<file path="src/rtl/pico_exec_sequencer.sv">
// Multi-cycle FETCH/DECODE/EXEC/WB sequencer for the picoMIPS core.
// Inserts stall cycles for the multiplier and the switch-input handshake.
module pico_exec_sequencer #(
    parameter int unsigned MUL_CYCLES = 4,
    parameter logic [3:0]  OP_MUL     = 4'b0110,
    parameter logic [3:0]  OP_LDSW    = 4'b1010
) (
    input  logic        clk,
    input  logic        nReset,
    input  logic        run,
    input  logic [3:0]  opcode,
    input  logic        dec_w,
    input  logic        dec_pcincr,
    input  logic        dec_pcabs,
    input  logic        dec_pcrel,
    input  logic        sw_valid,
    output logic        sw_ack,
    output logic        ir_load,
    output logic        reg_we,
    output logic        pc_en,
    output logic        pc_incr,
    output logic        pc_abs,
    output logic        pc_rel,
    output logic        mul_busy,
    output logic [2:0]  state,
    output logic [15:0] instr_count
);

    typedef enum logic [2:0] {
        S_IDLE    = 3'd0,
        S_FETCH   = 3'd1,
        S_DECODE  = 3'd2,
        S_EXEC    = 3'd3,
        S_MULWAIT = 3'd4,
        S_SWWAIT  = 3'd5,
        S_WB      = 3'd6
    } seqState_t;

    localparam logic [3:0] MUL_LOAD = 4'(MUL_CYCLES - 1);

    seqState_t   state_q, state_d;
    logic [3:0]  mulCnt_q, mulCnt_d;
    logic [15:0] instrCount_q, instrCount_d;

    always_ff @(posedge clk) begin
        if (!nReset) begin
            state_q      <= S_IDLE;
            mulCnt_q     <= 4'd0;
            instrCount_q <= 16'd0;
        end else begin
            state_q      <= state_d;
            mulCnt_q     <= mulCnt_d;
            instrCount_q <= instrCount_d;
        end
    end

    always_comb begin
        state_d      = state_q;
        mulCnt_d     = mulCnt_q;
        instrCount_d = instrCount_q;
        ir_load      = 1'b0;
        reg_we       = 1'b0;
        pc_en        = 1'b0;
        pc_incr      = 1'b0;
        pc_abs       = 1'b0;
        pc_rel       = 1'b0;
        mul_busy     = 1'b0;
        sw_ack       = 1'b0;

        case (state_q)
            S_IDLE: begin
                if (run) state_d = S_FETCH;
            end
            S_FETCH: begin
                ir_load = 1'b1;
                state_d = S_DECODE;
            end
            S_DECODE: begin
                if (opcode == OP_MUL) begin
                    state_d  = S_MULWAIT;
                    mulCnt_d = MUL_LOAD;
                end else if (opcode == OP_LDSW) begin
                    state_d = S_SWWAIT;
                end else begin
                    state_d = S_EXEC;
                end
            end
            S_EXEC: begin
                state_d = S_WB;
            end
            S_MULWAIT: begin
                mul_busy = 1'b1;
                if (mulCnt_q == 4'd0) state_d = S_WB;
                else                  mulCnt_d = mulCnt_q - 4'd1;
            end
            S_SWWAIT: begin
                if (sw_valid) begin
                    sw_ack  = 1'b1;
                    state_d = S_WB;
                end
            end
            S_WB: begin
                // Single retirement point: the only cycle that writes registers or moves the PC.
                pc_en        = 1'b1;
                reg_we       = dec_w;
                pc_abs       = dec_pcabs;
                pc_rel       = dec_pcrel & ~dec_pcabs;
                pc_incr      = dec_pcincr & ~dec_pcabs & ~dec_pcrel;
                instrCount_d = instrCount_q + 16'd1;
                state_d      = run ? S_FETCH : S_IDLE;
            end
            default: begin
                state_d = S_IDLE;
            end
        endcase
    end

    assign state       = state_q;
    assign instr_count = instrCount_q;

endmodule

</file>
<file path="config.mk">
export PLATFORM = sky130hd
export DESIGN_NAME = pico_exec_sequencer
export DESIGN_NICKNAME = d
export VERILOG_FILES = /design/src/rtl/pico_exec_sequencer.sv
export SDC_FILE = /design/constraint.sdc
export NUM_CORES = 1
export LEC_CHECK = 0
export CAP_MARGIN = 20
export CORE_ASPECT_RATIO = 0.7
export CORE_MARGIN = 1
export CORE_UTILIZATION = 45
export CTS_BUF_LIST = sky130_fd_sc_hd__clkbuf_16
export CTS_CLUSTER_SIZE = 24
export DETAILED_ROUTE_END_ITERATION = 16
export GPL_ROUTABILITY_DRIVEN = 0
export PLACE_DENSITY_LB_ADDON = 0.08
export SKIP_LAST_GASP = 1
export SLEW_MARGIN = 0
export SYNTH_ARGS = -nofsm -noshare
export SYNTH_HDL_FRONTEND = slang
export SYNTH_SLANG_ARGS = --single-unit
</file>
<file path="constraint.sdc">
create_clock -name clk -period 2.2 [get_ports clk]
set_input_delay 0.44 -clock clk [delete_from_list [all_inputs] [get_ports clk]]
set_output_delay 0.44 -clock clk [all_outputs]
set_load 0.005 [all_outputs]
</file>
==> impl_metrics.py, run 1 <==
metrics = {
    "synthesis": {
        "synth-adder-area-share_pct": 3.06,
        "ys.flop_type": "dfxtp_1",
        "synth_mux_area_share_pct": 0.816,
        "synth.distinct_cells": 41,
        "synth-xor-area-share_pct": 7.86,
        "yosysWarnings": 0,
        "async_flop_share_pct": 0,
        "synth_edf_count": 0,
        "synth_top_family_by_area": "simple AND/OR/NAND/NOR gates",
        "syn_inst": 147,
        "seq_area_frac_synth_pct": 37.6,
        "synth_compound_area_share_pct": 13.0,
        "synth_area_um2": 1230,
        "ys_seq_elements": 23,
        "synthesis.nets": 162,
        "syn_area_per_cell_um2": 8.34,
        "synth-simple-area-share_pct": 33.1,
    },
    "finish": {
        "fin_nets": 203,
        "drive_above_1_share_pct": 8.56,
        "final_cells": 221,
        "fill_cells": 209,
        "num_antenna_cells": 0,
        "post-route-cell-area_um2": 1750,
        "area_delta_synth_final_pct": 42.6,
    },
    "global_route": {
        "grtUsageTotal_pct": 22.0,
        "antenna_found_initial": 0,
        "grt_pass1_wl_um": 4820,
        "grt_pass1_vias": 1088,
        "overflow": 0,
        "grt_max_degree": 19,
    },
    "critical_path": {
        "ff2ff_setup_slack_ns": 0.44,
        "worstSetupPathType": "primary input to output port",
        "r2r_start": "state[1]",
        "cp_max_fo": 3,
        "startpoint_type": "primary input",
        "startpoint": "dec_pcabs",
        "crit_required_ns": 1.76,
        "reg2reg_depth": 5,
        "end_kind": "output port",
        "endpoint": "pc_incr",
        "r2r-end": "instr_count[14]",
        "worst-endpoint-arrival_ns": 1.71,
    },
    "job": {
        "cap_violations": 0,
    },
    "floorplanning": {
        "dieArea_um2": 2940,
        "initial_core_util_pct": 48.8,
        "rows": 15,
        "dieWidth_um": 64.4,
        "ios": 39,
        "core_area_um2": 2510,
        "die_y_um": 45.7,
    },
    "timing": {
        "setup_violations": 0,
        "timing.fmax_ghz": 0.464,
        "whs_ns": 0.484,
        "slew_headroom_pct": 63.7,
        "fin_ws_ns": 0.0459,
        "skew_ns": 0.00327,
        "finalCriticalPeriod_ns": 2.15,
        "post-route-period-util_pct": 97.9,
        "drv_slew": 0,
        "hold_viol_final": 0,
        "worst_pin_slew_ns": 0.541,
    },
    "clock_network": {
        "cts_buffers": 3,
        "cts_tree": "built",
        "cts_max_path_buffers": 2,
        "h-tree-depth": 1,
        "clock_latency_ns": 0.25,
        "clockRootBuffer": "clkbuf_16",
        "path_clk_slew_ns": 0.06,
        "cts.sinks": 23,
        "ctsHoldBuffers": 0,
    },
    "placement": {
        "dp_hpwl_um": 2130,
        "dpl_cell_area_um2": 1660,
        "post-place-ws_ns": 0.0355,
        "dp.cells": 217,
        "io_buffers": 38,
    },
    "routing": {
        "vias": 1176,
        "drt_iter0_markers": 72,
        "drc": 0,
        "viasPerCell": 5.32,
        "wl_per_cell_um": 13.3,
        "routed_wl_um": 2940,
        "postRouteAntennaNets": 0,
        "drt_pass1_iterations": 4,
    },
    "status": {
        "outcome": "complete, no violations",
    },
    "pwr": {
        "vdd.ir_drop.worst_v": 0.000543,
        "power_mw": 1.07,
        "power_density_nw_per_um2": 612,
        "leakagePower_nw": 0.650,
    },
    "worst_hold_path": {
        "hp-class": "flop to flop",
    },
}
-- worst min path at each step --
stage | from | to | slack (ns) | cells past startpoint
after floorplan | mulCnt_q[3] | mulCnt_q[3] | 0.44 | 1
after global placement | mulCnt_q[3] | mulCnt_q[3] | 0.47 | 1
after detailed placement | mulCnt_q[3] | mulCnt_q[3] | 0.47 | 1
after CTS | mulCnt_q[3] | mulCnt_q[3] | 0.48 | 1
after global routing | mulCnt_q[3] | mulCnt_q[3] | 0.50 | 1
final | mulCnt_q[3] | mulCnt_q[3] | 0.48 | 1
-- sequential cells by signal, indices dropped and copies added, names as in the netlist --
signal / count
mulCnt_q: 4
instr_count: 16
state: 3
-- cell usage in the layout (no fill, tap or decap), types with 3 or more instances in the layout --
cell | netlist | final
dfxtp_1 | 23 | 21
nor2_1 | 14 | 14
o21ai_0 | 4 | 4
nand2_1 | 14 | 14
a21oi_1 | 8 | 8
nor4_1 | 3 | 3
clkbuf_16 | 0 | 3
buf_4 | 0 | 5
xor2_1 | 3 | 3
nor3b_1 | 7 | 6
clkdlybuf4s50_1 | 0 | 38
xnor2_1 | 8 | 8
inv_1 | 6 | 7
nand2b_1 | 3 | 3
nor3_1 | 5 | 5
ha_1 | 3 | 3
nand3_1 | 8 | 8
-- where the power goes --
| part | leakage, nW | switching [mW] | internal [mW] |
|---|---|---|---|
| combinational | 0.421 | 0.0833 | 0.126 |
| sequential | 0.187 | 0.0339 | 0.437 |
| clock | 0.0423 | 0.147 | 0.243 |
-- worst max-delay path: stages --
cell,delay [ns]
clkdlybuf4s50_1,0.45
nor4b_2,0.29
clkdlybuf4s50_1,0.54
-- cells in the mapped netlist, types with 2 or more instances --
cell	instances	area, um2
dfxtp_1	23	460
and2_1	2	12.5
nor2b_1	2	12.5
nor2_1	14	52.6
o21a_1	2	15.0
a21oi_1	8	40.0
or3_1	2	12.5
xor2_1	3	26.3
clkbuf_1	3	11.3
o211a_1	2	20.0
nand2b_1	3	18.8
buf_2	4	20.0
nand2_1	14	52.6
inv_1	6	22.5
nor3_1	5	25.0
xnor2_1	8	70.1
nand3_1	8	40.0
nor3b_1	7	52.6
o21ai_0	4	20.0
nor4_1	3	18.8
a311oi_1	2	17.5
ha_1	3	37.5
-- layout make-up --
| cell class | count | area [um2] | area share, % |
|---|---|---|---|
| inverters | 7 | 26.3 | 1.50 |
| clock buffers | 3 | 75.1 | 4.29 |
| multi-input cells | 110 | 719 | 41.2 |
| flip-flops and latches | 23 | 463 | 26.5 |
| well taps | 34 | 42.5 | 2.43 |
| clock inverters | 1 | 3.75 | 0.215 |
| repair buffers | 43 | 418 | 23.9 |
-- kinds of logic (layout without fill, tap and decap cells) --
logic type      after synthesis  after routing
mux                           1              1
compound gates               24             24
xor+xnor                     11             11
flops                        23             23
fa+ha+maj                     3              3
buf+inv                      14             54
simple gates                 71             71
-- through the flow --
stage,util (%),TNS (ns)
3_5_place_dp,65.8,0
4_1_cts,69.0,0
3_3_place_gp,65.8,0
6_report,69.5,0
2_1_floorplan,-,0
5_1_grt,69.5,-0.0291
-- what timing repair did --
| action | 4_1_cts | 5_1_grt |
|---|---|---|
| pin swaps | 0 | 0 |
| gates cloned | 0 | 0 |
| buffers inserted | 0 | 0 |
| gates resized for setup | 1 | 3 |
| endpoints found under the setup margin | 1 | 4 |
-- routing by layer --
layer / global-route usage [%] / part of all wire [%]
met4: 10.2 / 0.95
met2: 36.4 / 45
met5: 0 / 0
met1: 27.0 / 49
met3: 6.50 / 5.6
Note: power is estimated with default switching activity, not from simulation.
==> run 2, diff against run 1 <==
--- a/config.mk
+++ b/config.mk
@@ -7,13 +7,14 @@
 export LEC_CHECK = 0
 export CAP_MARGIN = 20
 export CORE_ASPECT_RATIO = 0.7
-export CORE_MARGIN = 1
+export CORE_MARGIN = 3
 export CORE_UTILIZATION = 45
 export CTS_BUF_LIST = sky130_fd_sc_hd__clkbuf_16
 export CTS_CLUSTER_SIZE = 24
 export DETAILED_ROUTE_END_ITERATION = 16
 export GPL_ROUTABILITY_DRIVEN = 0
 export PLACE_DENSITY_LB_ADDON = 0.08
+export REMOVE_ABC_BUFFERS = 1
 export SKIP_LAST_GASP = 1
 export SLEW_MARGIN = 0
 export SYNTH_ARGS = -nofsm -noshare
==> constraint.sdc (replaced) <==
create_clock -name clk -period 2.2 [get_ports clk]
set_input_delay 0.44 -clock clk [delete_from_list [all_inputs] [get_ports clk]]
set_output_delay 0.44 -clock clk [all_outputs]
set_load 0.05 [all_outputs]
==> run 2 against run 1 <==
Via count hardly changed. Non-clock buffer count is 2 higher. Register-to-register slack hardly changed. Sequential cell count stayed put. Final area is 4.0% higher. Core utilization is 2.3 points higher. Critical endpoint is now state[0]. Routed wire length is 2.4% lower. Critical path depth is 2 lower. Hold slack worse by 0.011 ns. Highest routed layer unchanged. Die area is 16% higher. Clock power hardly changed.
==> impl_metrics.py, run 2 (same netlist as run 1, synthesis figures left out) <==
metrics = {
    "status": {
        "outcome": "complete, no violations",
    },
    "routing": {
        "postRouteAntennaNets": 0,
        "viasPerCell": 5.28,
        "routed_wl_um": 2870,
        "drc": 0,
        "vias": 1177,
        "drt_pass1_iterations": 4,
        "drt_iter0_markers": 83,
        "wl_per_cell_um": 12.9,
    },
    "placement": {
        "dpl_cell_area_um2": 1730,
        "dp_hpwl_um": 2190,
        "io_buffers": 38,
        "post-place-ws_ns": 0.145,
    },
    "finish": {
        "largest_register_ffs": 16,
        "area_delta_synth_final_pct": 48.3,
        "final_common_cell": "clkdlybuf4s50_1",
        "post-route-cell-area_um2": 1820,
        "num_antenna_cells": 0,
        "fill_cells": 204,
        "fin_nets": 205,
        "mostFrequentLayoutCells": "clkdlybuf4s50_1 (28), dfxtp_1 (23), nand2_1 (14), nor2_1 (14), buf_4 (10)",
        "drive_above_1_share_pct": 13.2,
    },
    "clock_network": {
        "clock_latency_ns": 0.26,
        "ctsHoldBuffers": 0,
        "cts.sinks": 23,
        "h-tree-depth": 1,
        "postCtsSetupBuffers": 0,
        "path_clk_slew_ns": 0.06,
        "cts_tree": "built",
        "cts_resized": 0,
        "clockRootBuffer": "clkbuf_16",
        "cts_max_path_buffers": 2,
        "cts_buffers": 3,
    },
    "floorplanning": {
        "ios": 39,
        "die_y_um": 49.7,
        "dieArea_um2": 3400,
        "dieWidth_um": 68.4,
        "core_area_um2": 2530,
        "rows": 15,
        "initial_core_util_pct": 48.4,
    },
    "timing": {
        "fin_ws_ns": 0.0745,
        "finalCriticalPeriod_ns": 2.13,
        "hold_viol_final": 0,
        "slew_headroom_pct": 65.4,
        "tns_ns": 0,
        "setup_violations": 0,
        "rsz0062_at_grt": "no",
        "drv_slew": 0,
        "timing.fmax_ghz": 0.470,
        "worst_pin_slew_ns": 0.517,
        "skew_ns": 0.00342,
        "post-route-period-util_pct": 96.6,
        "whs_ns": 0.473,
    },
    "global_route": {
        "grtUsageTotal_pct": 18.8,
        "grt_max_degree": 13,
        "grt_pass1_wl_um": 4870,
        "overflow": 0,
        "antenna_found_initial": 0,
        "grt_pass1_vias": 1085,
    },
    "critical_path": {
        "end_kind": "output port",
        "path_delay_family": "buffers and inverters",
        "critical-path-max-stage-delay_ns": 0.88,
        "worstSetupPathType": "flop to output port",
        "worst-endpoint-arrival_ns": 1.69,
        "crit_required_ns": 1.76,
        "crit_slowest_cell": "clkdlybuf4s50_1",
        "path_cells": "clkdlybuf4s50_1",
        "crit_buf_inv": 1,
        "cp_max_fo": 12,
        "startpoint_type": "flop",
    },
    "worst_hold_path": {
        "hp-class": "flop to flop",
    },
    "pwr": {
        "power_mw": 1.17,
        "vdd.ir_drop.worst_v": 0.000503,
        "power_density_nw_per_um2": 643,
        "leakagePower_nw": 0.697,
    },
    "job": {
        "cap_violations": 0,
    },
}
-- run 2: cell count changes in the layout (fill, tap and decap cells not counted) --
cell and change:
dfxtp_1 +2, nor3b_2 -1, nor3b_1 +1, buf_12 +7, buf_4 +5, clkdlybuf4s50_1 -10
dfxtp_2 -2
-- run 2: area by class of cell --
class / instances / area [um2] / area share [%]
Multi-Input combinational cell: 110 / 714 / 39.3
Timing Repair Buffer: 45 / 495 / 27.3
Sequential cell: 23 / 460 / 25.3
Clock buffer: 3 / 75.1 / 4.13
Tap cell: 34 / 42.5 / 2.34
Inverter: 7 / 26.3 / 1.45
Clock inverter: 1 / 3.75 / 0.206
-- run 2: final timing paths --
kind,startpoint,slack (ns),cells past startpoint,endpoint
min reg2reg,mulCnt_q[3],0.47,1,mulCnt_q[3]
max,state[0],0.07,1,state[0]
max reg2reg,state[1],0.43,5,instr_count[14]
min,mulCnt_q[3],0.47,1,mulCnt_q[3]
-- run 2: through the flow --
| step | util [%] | instances |
|---|---|---|
| 2_1_floorplan | - | 140 |
| 3_3_place_gp | 68.4 | 219 |
| 3_5_place_dp | 68.4 | 219 |
| 4_1_cts | 71.5 | 223 |
| 5_1_grt | 71.8 | 223 |
| 6_report | 71.8 | 223 |
-- run 2: metal layers --
| layer | wire length (um) | track usage, % | up-vias |
|---|---|---|---|
| met2 | 1340 | 30.4 | 32 |
| met1 | 1330 | 24.6 | 537 |
| met5 | 0 | 0 | - |
| met3 | 185 | 5.01 | 4 |
| met4 | 16 | 3.96 | 0 |
| li1 | - | - | 604 |
-- run 2: report_power, final --
group	leakage, nW	switching (mW)	internal, mW	total (mW)
sequential	0.186	0.0381	0.434	0.472
combinational	0.469	0.176	0.132	0.308
clock	0.0423	0.146	0.243	0.389
